[src/rtl/fifo_ctrl_if.sv]
// rtl/fifo_ctrl_if.sv - handshake, cell-control and status bundle for fifo_ctrl
//
// Purpose: groups the producer/consumer handshake, per-cell control strobes
// and FIFO status so they travel as a single port.
// Signals:
//   wr_req / wr_ack   producer write request / accept (ack is combinational)
//   rd_req / rd_ack   consumer read request / accept (ack is combinational)
//   flush_i           request to clear every cell
//   we_o              one-hot cell write enable
//   rsel_o            read cell index
//   clr_o             one-hot cell clear strobe
//   e_o               per-cell empty flags (1 = empty)
//   count_o           number of occupied cells
//   empty_o, full_o   FIFO empty / full
//   busy_o            flush sweep in progress
// Modports: master = the user side (drives requests), slave = fifo_ctrl.
interface fifo_ctrl_if #(
    parameter int N_CELLS = 16,
    parameter int PTR_W   = 4
);
    logic               wr_req;
    logic               wr_ack;
    logic               rd_req;
    logic               rd_ack;
    logic               flush_i;
    logic [N_CELLS-1:0] we_o;
    logic [PTR_W-1:0]   rsel_o;
    logic [N_CELLS-1:0] clr_o;
    logic [N_CELLS-1:0] e_o;
    logic [PTR_W:0]     count_o;
    logic               empty_o;
    logic               full_o;
    logic               busy_o;

    modport master (
        output wr_req, rd_req, flush_i,
        input  wr_ack, rd_ack, we_o, rsel_o, clr_o, e_o, count_o,
               empty_o, full_o, busy_o
    );

    modport slave (
        input  wr_req, rd_req, flush_i,
        output wr_ack, rd_ack, we_o, rsel_o, clr_o, e_o, count_o,
               empty_o, full_o, busy_o
    );
endinterface

[src/rtl/fifo_ctrl.sv]
// rtl/fifo_ctrl.sv - pointer, occupancy and flush-sweep controller for a cell FIFO
//
// Purpose: manages write/read pointers, per-cell empty flags and occupancy for
// an N_CELLS-deep FIFO whose storage lives outside this block. A flush walks
// every cell once, one per cycle, then returns everything to the reset state.
// Ports:
//   clk   single clock, rising edge
//   rst   synchronous active-high reset, highest priority
//   bus   fifo_ctrl_if.slave (handshake, cell strobes, status)
// Parameters:
//   N_CELLS  number of cells, 2..256 (need not be a power of two)
//   PTR_W    pointer width, ceil(log2(N_CELLS))
module fifo_ctrl #(
    parameter int N_CELLS = 16,
    parameter int PTR_W   = 4
) (
    input  logic        clk,
    input  logic        rst,
    fifo_ctrl_if.slave  bus
);
    typedef enum logic [1:0] {
        IDLE  = 2'd0,
        RUN   = 2'd1,
        FLUSH = 2'd2
    } state_t;

    localparam logic [PTR_W-1:0] LAST_IDX = PTR_W'(N_CELLS - 1);
    localparam logic [PTR_W:0]   FULL_CNT = (PTR_W + 1)'(N_CELLS);

    state_t             r_state, w_state_nxt;
    logic [PTR_W-1:0]   r_wr_ptr, w_wr_ptr_nxt;
    logic [PTR_W-1:0]   r_rd_ptr, w_rd_ptr_nxt;
    logic [PTR_W-1:0]   r_k, w_k_nxt;
    logic [PTR_W:0]     r_count, w_count_nxt;
    logic [N_CELLS-1:0] r_e, w_e_nxt;
    logic               r_empty, r_full;
    logic               w_in_flush;
    logic               w_wr_ack, w_rd_ack;

    always_ff @(posedge clk) begin
        if (rst) begin
            r_state  <= IDLE;
            r_wr_ptr <= '0;
            r_rd_ptr <= '0;
            r_k      <= '0;
            r_count  <= '0;
            r_e      <= '1;
            r_empty  <= 1'b1;
            r_full   <= 1'b0;
        end else begin
            r_state  <= w_state_nxt;
            r_wr_ptr <= w_wr_ptr_nxt;
            r_rd_ptr <= w_rd_ptr_nxt;
            r_k      <= w_k_nxt;
            r_count  <= w_count_nxt;
            r_e      <= w_e_nxt;
            // Flags are registered from next-state values so they line up
            // with e_o/count_o in the same cycle.
            r_empty  <= &w_e_nxt;
            r_full   <= (w_count_nxt == FULL_CNT);
        end
    end

    always_comb begin
        w_state_nxt  = r_state;
        w_wr_ptr_nxt = r_wr_ptr;
        w_rd_ptr_nxt = r_rd_ptr;
        w_k_nxt      = r_k;
        w_count_nxt  = r_count;
        w_e_nxt      = r_e;

        w_in_flush = (r_state == FLUSH);
        // Full blocks writes and empty blocks reads, which also resolves the
        // simultaneous-request cases at the two extremes.
        w_wr_ack = bus.wr_req & ~r_full  & ~bus.flush_i & ~w_in_flush & ~rst;
        w_rd_ack = bus.rd_req & ~r_empty & ~bus.flush_i & ~w_in_flush & ~rst;

        case (r_state)
            IDLE, RUN: begin
                if (bus.flush_i) begin
                    w_state_nxt = FLUSH;
                    w_k_nxt     = '0;
                end else begin
                    if (w_wr_ack) begin
                        w_e_nxt[r_wr_ptr] = 1'b0;
                        w_wr_ptr_nxt = (r_wr_ptr == LAST_IDX) ? '0 : r_wr_ptr + 1'b1;
                    end
                    if (w_rd_ack) begin
                        w_e_nxt[r_rd_ptr] = 1'b1;
                        w_rd_ptr_nxt = (r_rd_ptr == LAST_IDX) ? '0 : r_rd_ptr + 1'b1;
                    end
                    case ({w_wr_ack, w_rd_ack})
                        2'b10:   w_count_nxt = r_count + 1'b1;
                        2'b01:   w_count_nxt = r_count - 1'b1;
                        default: w_count_nxt = r_count;
                    endcase
                    w_state_nxt = (w_count_nxt == '0) ? IDLE : RUN;
                end
            end
            FLUSH: begin
                w_e_nxt[r_k] = 1'b1;
                if (r_k == LAST_IDX) begin
                    w_state_nxt  = IDLE;
                    w_k_nxt      = '0;
                    w_wr_ptr_nxt = '0;
                    w_rd_ptr_nxt = '0;
                    w_count_nxt  = '0;
                end else begin
                    w_k_nxt = r_k + 1'b1;
                end
            end
            default: w_state_nxt = IDLE;
        endcase
    end

    assign bus.wr_ack  = w_wr_ack;
    assign bus.rd_ack  = w_rd_ack;
    assign bus.we_o    = w_wr_ack ? (N_CELLS'(1) << r_wr_ptr) : '0;
    assign bus.clr_o   = (w_in_flush && !rst) ? (N_CELLS'(1) << r_k) : '0;
    assign bus.rsel_o  = r_rd_ptr;
    assign bus.e_o     = r_e;
    assign bus.count_o = r_count;
    assign bus.empty_o = r_empty;
    assign bus.full_o  = r_full;
    assign bus.busy_o  = w_in_flush;
endmodule

[src/flat_wrapper.sv]
// flat-port wrapper written by rule: the top's interface ports become plain ports
module fifo_ctrl_flat 
#(
    parameter int N_CELLS = 16,
    parameter int PTR_W   = 4
)
  (clk, rst, bus_wr_req, bus_rd_req, bus_flush_i, bus_wr_ack, bus_rd_ack, bus_we_o, bus_rsel_o, bus_clr_o, bus_e_o, bus_count_o, bus_empty_o, bus_full_o, bus_busy_o);
  fifo_ctrl_if #(.N_CELLS(N_CELLS), .PTR_W(PTR_W)) bus_i ();
  input  logic clk;
  input  logic rst;
  input wire logic [$bits(bus_i.wr_req)-1:0] bus_wr_req;
  input wire logic [$bits(bus_i.rd_req)-1:0] bus_rd_req;
  input wire logic [$bits(bus_i.flush_i)-1:0] bus_flush_i;
  output wire logic [$bits(bus_i.wr_ack)-1:0] bus_wr_ack;
  output wire logic [$bits(bus_i.rd_ack)-1:0] bus_rd_ack;
  output wire logic [$bits(bus_i.we_o)-1:0] bus_we_o;
  output wire logic [$bits(bus_i.rsel_o)-1:0] bus_rsel_o;
  output wire logic [$bits(bus_i.clr_o)-1:0] bus_clr_o;
  output wire logic [$bits(bus_i.e_o)-1:0] bus_e_o;
  output wire logic [$bits(bus_i.count_o)-1:0] bus_count_o;
  output wire logic [$bits(bus_i.empty_o)-1:0] bus_empty_o;
  output wire logic [$bits(bus_i.full_o)-1:0] bus_full_o;
  output wire logic [$bits(bus_i.busy_o)-1:0] bus_busy_o;
  assign bus_i.wr_req = bus_wr_req;
  assign bus_i.rd_req = bus_rd_req;
  assign bus_i.flush_i = bus_flush_i;
  assign bus_wr_ack = bus_i.wr_ack;
  assign bus_rd_ack = bus_i.rd_ack;
  assign bus_we_o = bus_i.we_o;
  assign bus_rsel_o = bus_i.rsel_o;
  assign bus_clr_o = bus_i.clr_o;
  assign bus_e_o = bus_i.e_o;
  assign bus_count_o = bus_i.count_o;
  assign bus_empty_o = bus_i.empty_o;
  assign bus_full_o = bus_i.full_o;
  assign bus_busy_o = bus_i.busy_o;
  fifo_ctrl #(.N_CELLS(N_CELLS), .PTR_W(PTR_W)) u_core (.clk(clk), .rst(rst), .bus(bus_i));
endmodule
[config.mk]
export PLATFORM = sky130hd
export DESIGN_NAME = fifo_ctrl_flat
export DESIGN_NICKNAME = d
export VERILOG_FILES = /design/src/rtl/fifo_ctrl_if.sv /design/src/rtl/fifo_ctrl.sv /design/src/flat_wrapper.sv
export SDC_FILE = /design/constraint.sdc
export NUM_CORES = 1
export LEC_CHECK = 0
export BUFFER_PORTS_ARGS = -buffer_cell sky130_fd_sc_hd__buf_2
export CORE_MARGIN = 4
export CORE_UTILIZATION = 49
export CTS_CLUSTER_DIAMETER = 50
export DETAILED_ROUTE_END_ITERATION = 10
export GPL_ROUTABILITY_DRIVEN = 0
export GPL_TIMING_DRIVEN = 0
export PLACE_DENSITY = 0.84
export SYNTH_ARGS = -nofsm -noshare
export SYNTH_HDL_FRONTEND = slang
export SYNTH_SLANG_ARGS = --single-unit
[constraint.sdc]
create_clock -name clk -period 2.6 [get_ports clk]
set_input_delay 0 -clock clk [delete_from_list [all_inputs] [get_ports clk]]
set_output_delay 0 -clock clk [all_outputs]
set_load 0.01 [all_outputs]
==> results.py <==
metrics = {
    "synthesis": {
        "synth_edf_count": 0,
        "synth_top_cells_by_area": "dfxtp_1 (27%), ha_1 (8.5%), nor2_1 (5.2%), nand2_1 (3.4%), nor4_4 (3.0%)",
        "synth.most_common_cell": "nor2_1",
        "syn_area_sq_um": 2790,
        "postSynthCellCount": 343,
        "synth_cell_types": 63,
        "syn-num-nets": 367,
        "synth_common_cells": "nor2_1 (39), dfxtp_1 (37), nand2_1 (25)",
        "avgSynthCellArea_sq_um": 8.135,
        "ys_seq_area_share_pct": 26.55,
        "ys_ff_latch": 37,
        "synthArstFlopShare_pct": 0,
        "yosys.area.top_type": "dfxtp_1",
        "ys_dominant_reg_cell": "dfxtp_1",
        "synth_top_cell_area_share_pct": 26.55,
        "ys_warn_count": 0,
    },
    "worst_setup_path": {
        "start_kind": "register",
        "required_ns": 2.84,
        "r2r_setup_slack_ns": 0.07,
        "reg2reg_from": "u_core.r_state[1]",
        "crit_fanout": 7,
        "endpoint_kind": "register",
        "arrival_ns": 2.77,
        "worstSetupPathType": "reg -> reg",
        "reg2regPathDepth": 13,
        "timing.rr.end": "u_core.bus.full_o",
    },
    "detailed_routing": {
        "viasPerCell": 6.152,
        "ant_nets": 0,
        "drcViolationCount": 0,
        "drtIter0Drc": 556,
        "drt_pass1_iterations": 6,
        "via_count": 3045,
        "wirelength_microns": 8607,
        "wl_per_cell_microns": 17.39,
    },
    "floorplan": {
        "rows": 27,
        "placeableCoreArea_sq_um": 5507,
        "dieArea_sq_um": 6966,
        "die_h_microns": 83.46,
        "start_util_pct": 50.67,
        "die_x_microns": 83.46,
        "io_pins": 67,
    },
    "clock_network": {
        "cts_max_path_buffers": 2,
        "h-tree-depth": 2,
        "cts_tree": "built",
        "cts_buffers": 5,
        "cts.sinks": 37,
        "clk_pin_slew_ns": 0.07,
        "clock_latency_ns": 0.29,
        "cts-hold-fix-buffers": 0,
        "root_buffer": "clkbuf_8",
    },
    "timing": {
        "worst_pin_slew_ns": 0.5741,
        "fin_skew_ns": 0.002858,
        "max_freq_ghz": 0.3949,
        "finalHoldViolCount": 0,
        "max_slew_margin_pct": 61.73,
        "period_share_pct": 97.39,
        "min_period_ns": 2.532,
        "hold_slack_ns": 0.02241,
        "setup_ws_ns": 0.06793,
        "drv_slew": 0,
        "finalSetupViolCount": 0,
    },
    "global_route": {
        "gr-usage-all-layers_pct": 23.30,
        "grt_start_max_net_pins": 11,
        "antenna_found_initial": 0,
        "grt_pass1_vias": 2743,
        "grt_pass1_wl_microns": 13390,
        "grt_overflow_total": 0,
    },
    "worst_hold_path": {
        "hold_class": "in -> reg",
        "min_from": "bus_flush_i",
        "min_path_cells": 3,
        "worstHoldEndpoint": "u_core.r_state[1]",
    },
    "pwr": {
        "finalPower_mw": 1.210,
        "p_leak_nw": 1.496,
        "powerDensity_nw_per_um2": 350.6,
        "ir_worst_vdd_uv": 174.2,
    },
    "status": {
        "run_status": "finished, final reports clean",
    },
    "flow_run": {
        "drv_cap": 0,
    },
    "finish": {
        "nets": 447,
        "diodes": 0,
        "final_layout_size_suffix_gt1_share_pct": 31.91,
        "area_growth_syn_to_layout_pct": 23.72,
        "fin_util_pct": 62.69,
    },
    "place": {
        "portBuffers": 66,
        "preCtsSetupSlack_ns": -0.2363,
        "dp_hpwl_microns": 6166,
    },
}
==> cell type report <==
type                       instances  area (sq um)
buffer                            22         152.6
clock buffer                       7         86.33
fill                             448          2054
inverter                          23         88.84
multi-input combinational        260          1898
sequential                        37         745.7
tap                               72         90.09
timing repair buffer              74         390.4
==> worst max-delay path by stage <==
stage,startpoint,endpoint
after floorplan,u_core.r_state[1],u_core.bus.full_o
after CTS,u_core.r_state[1],u_core.bus.full_o
after detailed placement,u_core.r_state[0],u_core.bus.full_o
after global placement,u_core.r_state[0],u_core.bus.full_o
final,u_core.r_state[1],u_core.bus.full_o
after global routing,u_core.r_state[1],u_core.bus.full_o
==> stage by stage <==
| step | instance area [sq um] | setup TNS [ns] | std cells |
|---|---|---|---|
| after global routing | 3452 | -0.02643 | 495 |
| after global placement | 3221 | -0.3668 | 481 |
| after CTS | 3366 | 0 | 491 |
| final | 3452 | 0 | 495 |
| after floorplan | 2800 | 0 | 343 |
| after detailed placement | 3221 | -0.6039 | 481 |
==> where the power goes <==
part	total [mW]	internal (mW)	switching, mW
Sequential	0.585	0.574	0.0104
Clock	0.415	0.210	0.204
Combinational	0.211	0.0707	0.140
==> state kept, by name, indices dropped and copies added (netlist names) <==
signal	cells
u_core.bus.rsel_o	4
u_core.bus.full_o	1
u_core.bus.count_o	5
u_core.r_k	4
u_core.r_wr_ptr	4
u_core.bus.empty_o	1
u_core.bus.e_o	16
u_core.r_state	2
==> critical path, cell delays in order (launching register included) <==
cell and delay [ns]:
dfxtp_2 0.32, or2b_4 0.25, inv_4 0.07, nor3_4 0.19, inv_2 0.07, ha_4 0.19
xor2_2 0.14, ha_2 0.21, a21o_1 0.16, a22oi_2 0.16, o21ai_2 0.11, a21o_1 0.21
a31oi_4 0.18, and4_1 0.19
==> layout by cell type, fill, tap and decap left out, types with 7 or more instances in the layout <==
| cell type | netlist | final |
|---|---|---|
| clkbuf_1 | 11 | 11 |
| nand2b_1 | 13 | 12 |
| inv_1 | 21 | 19 |
| or2_2 | 12 | 12 |
| a21oi_1 | 14 | 13 |
| and3_1 | 8 | 8 |
| nand3_1 | 10 | 8 |
| clkbuf_8 | 1 | 7 |
| dfxtp_1 | 37 | 35 |
| nand2_1 | 25 | 25 |
| buf_2 | 2 | 68 |
| ha_1 | 19 | 17 |
| buf_4 | 2 | 10 |
| nor4_1 | 12 | 12 |
| nor2_1 | 39 | 39 |
==> layer usage <==
| metal | global-route usage [%] | share of wire, % |
|---|---|---|
| met2 | 39.14 | 49 |
| met1 | 29.86 | 40 |
| met3 | 4.541 | 8.6 |
| met5 | 0 | 0 |
| met4 | 7.895 | 2.4 |
==> cells by family after synthesis <==
| logic type | share of synthesized area [%] |
|---|---|
| AOI/OAI and AO/OA | 18.39 |
| xor gates and xnor gates | 2.511 |
| adders and majority gates | 8.520 |
| buffers and inverters | 8.789 |
| DFF | 26.55 |
| and+or+nand+nor | 35.25 |
==> timing repair <==
action | CTS | global route
setup endpoints to repair | 5 | 5
pin swaps | 4 | 11
resized for setup | 8 | 12
setup buffers | 4 | 4
Note: power is estimated with default switching activity, not from simulation.
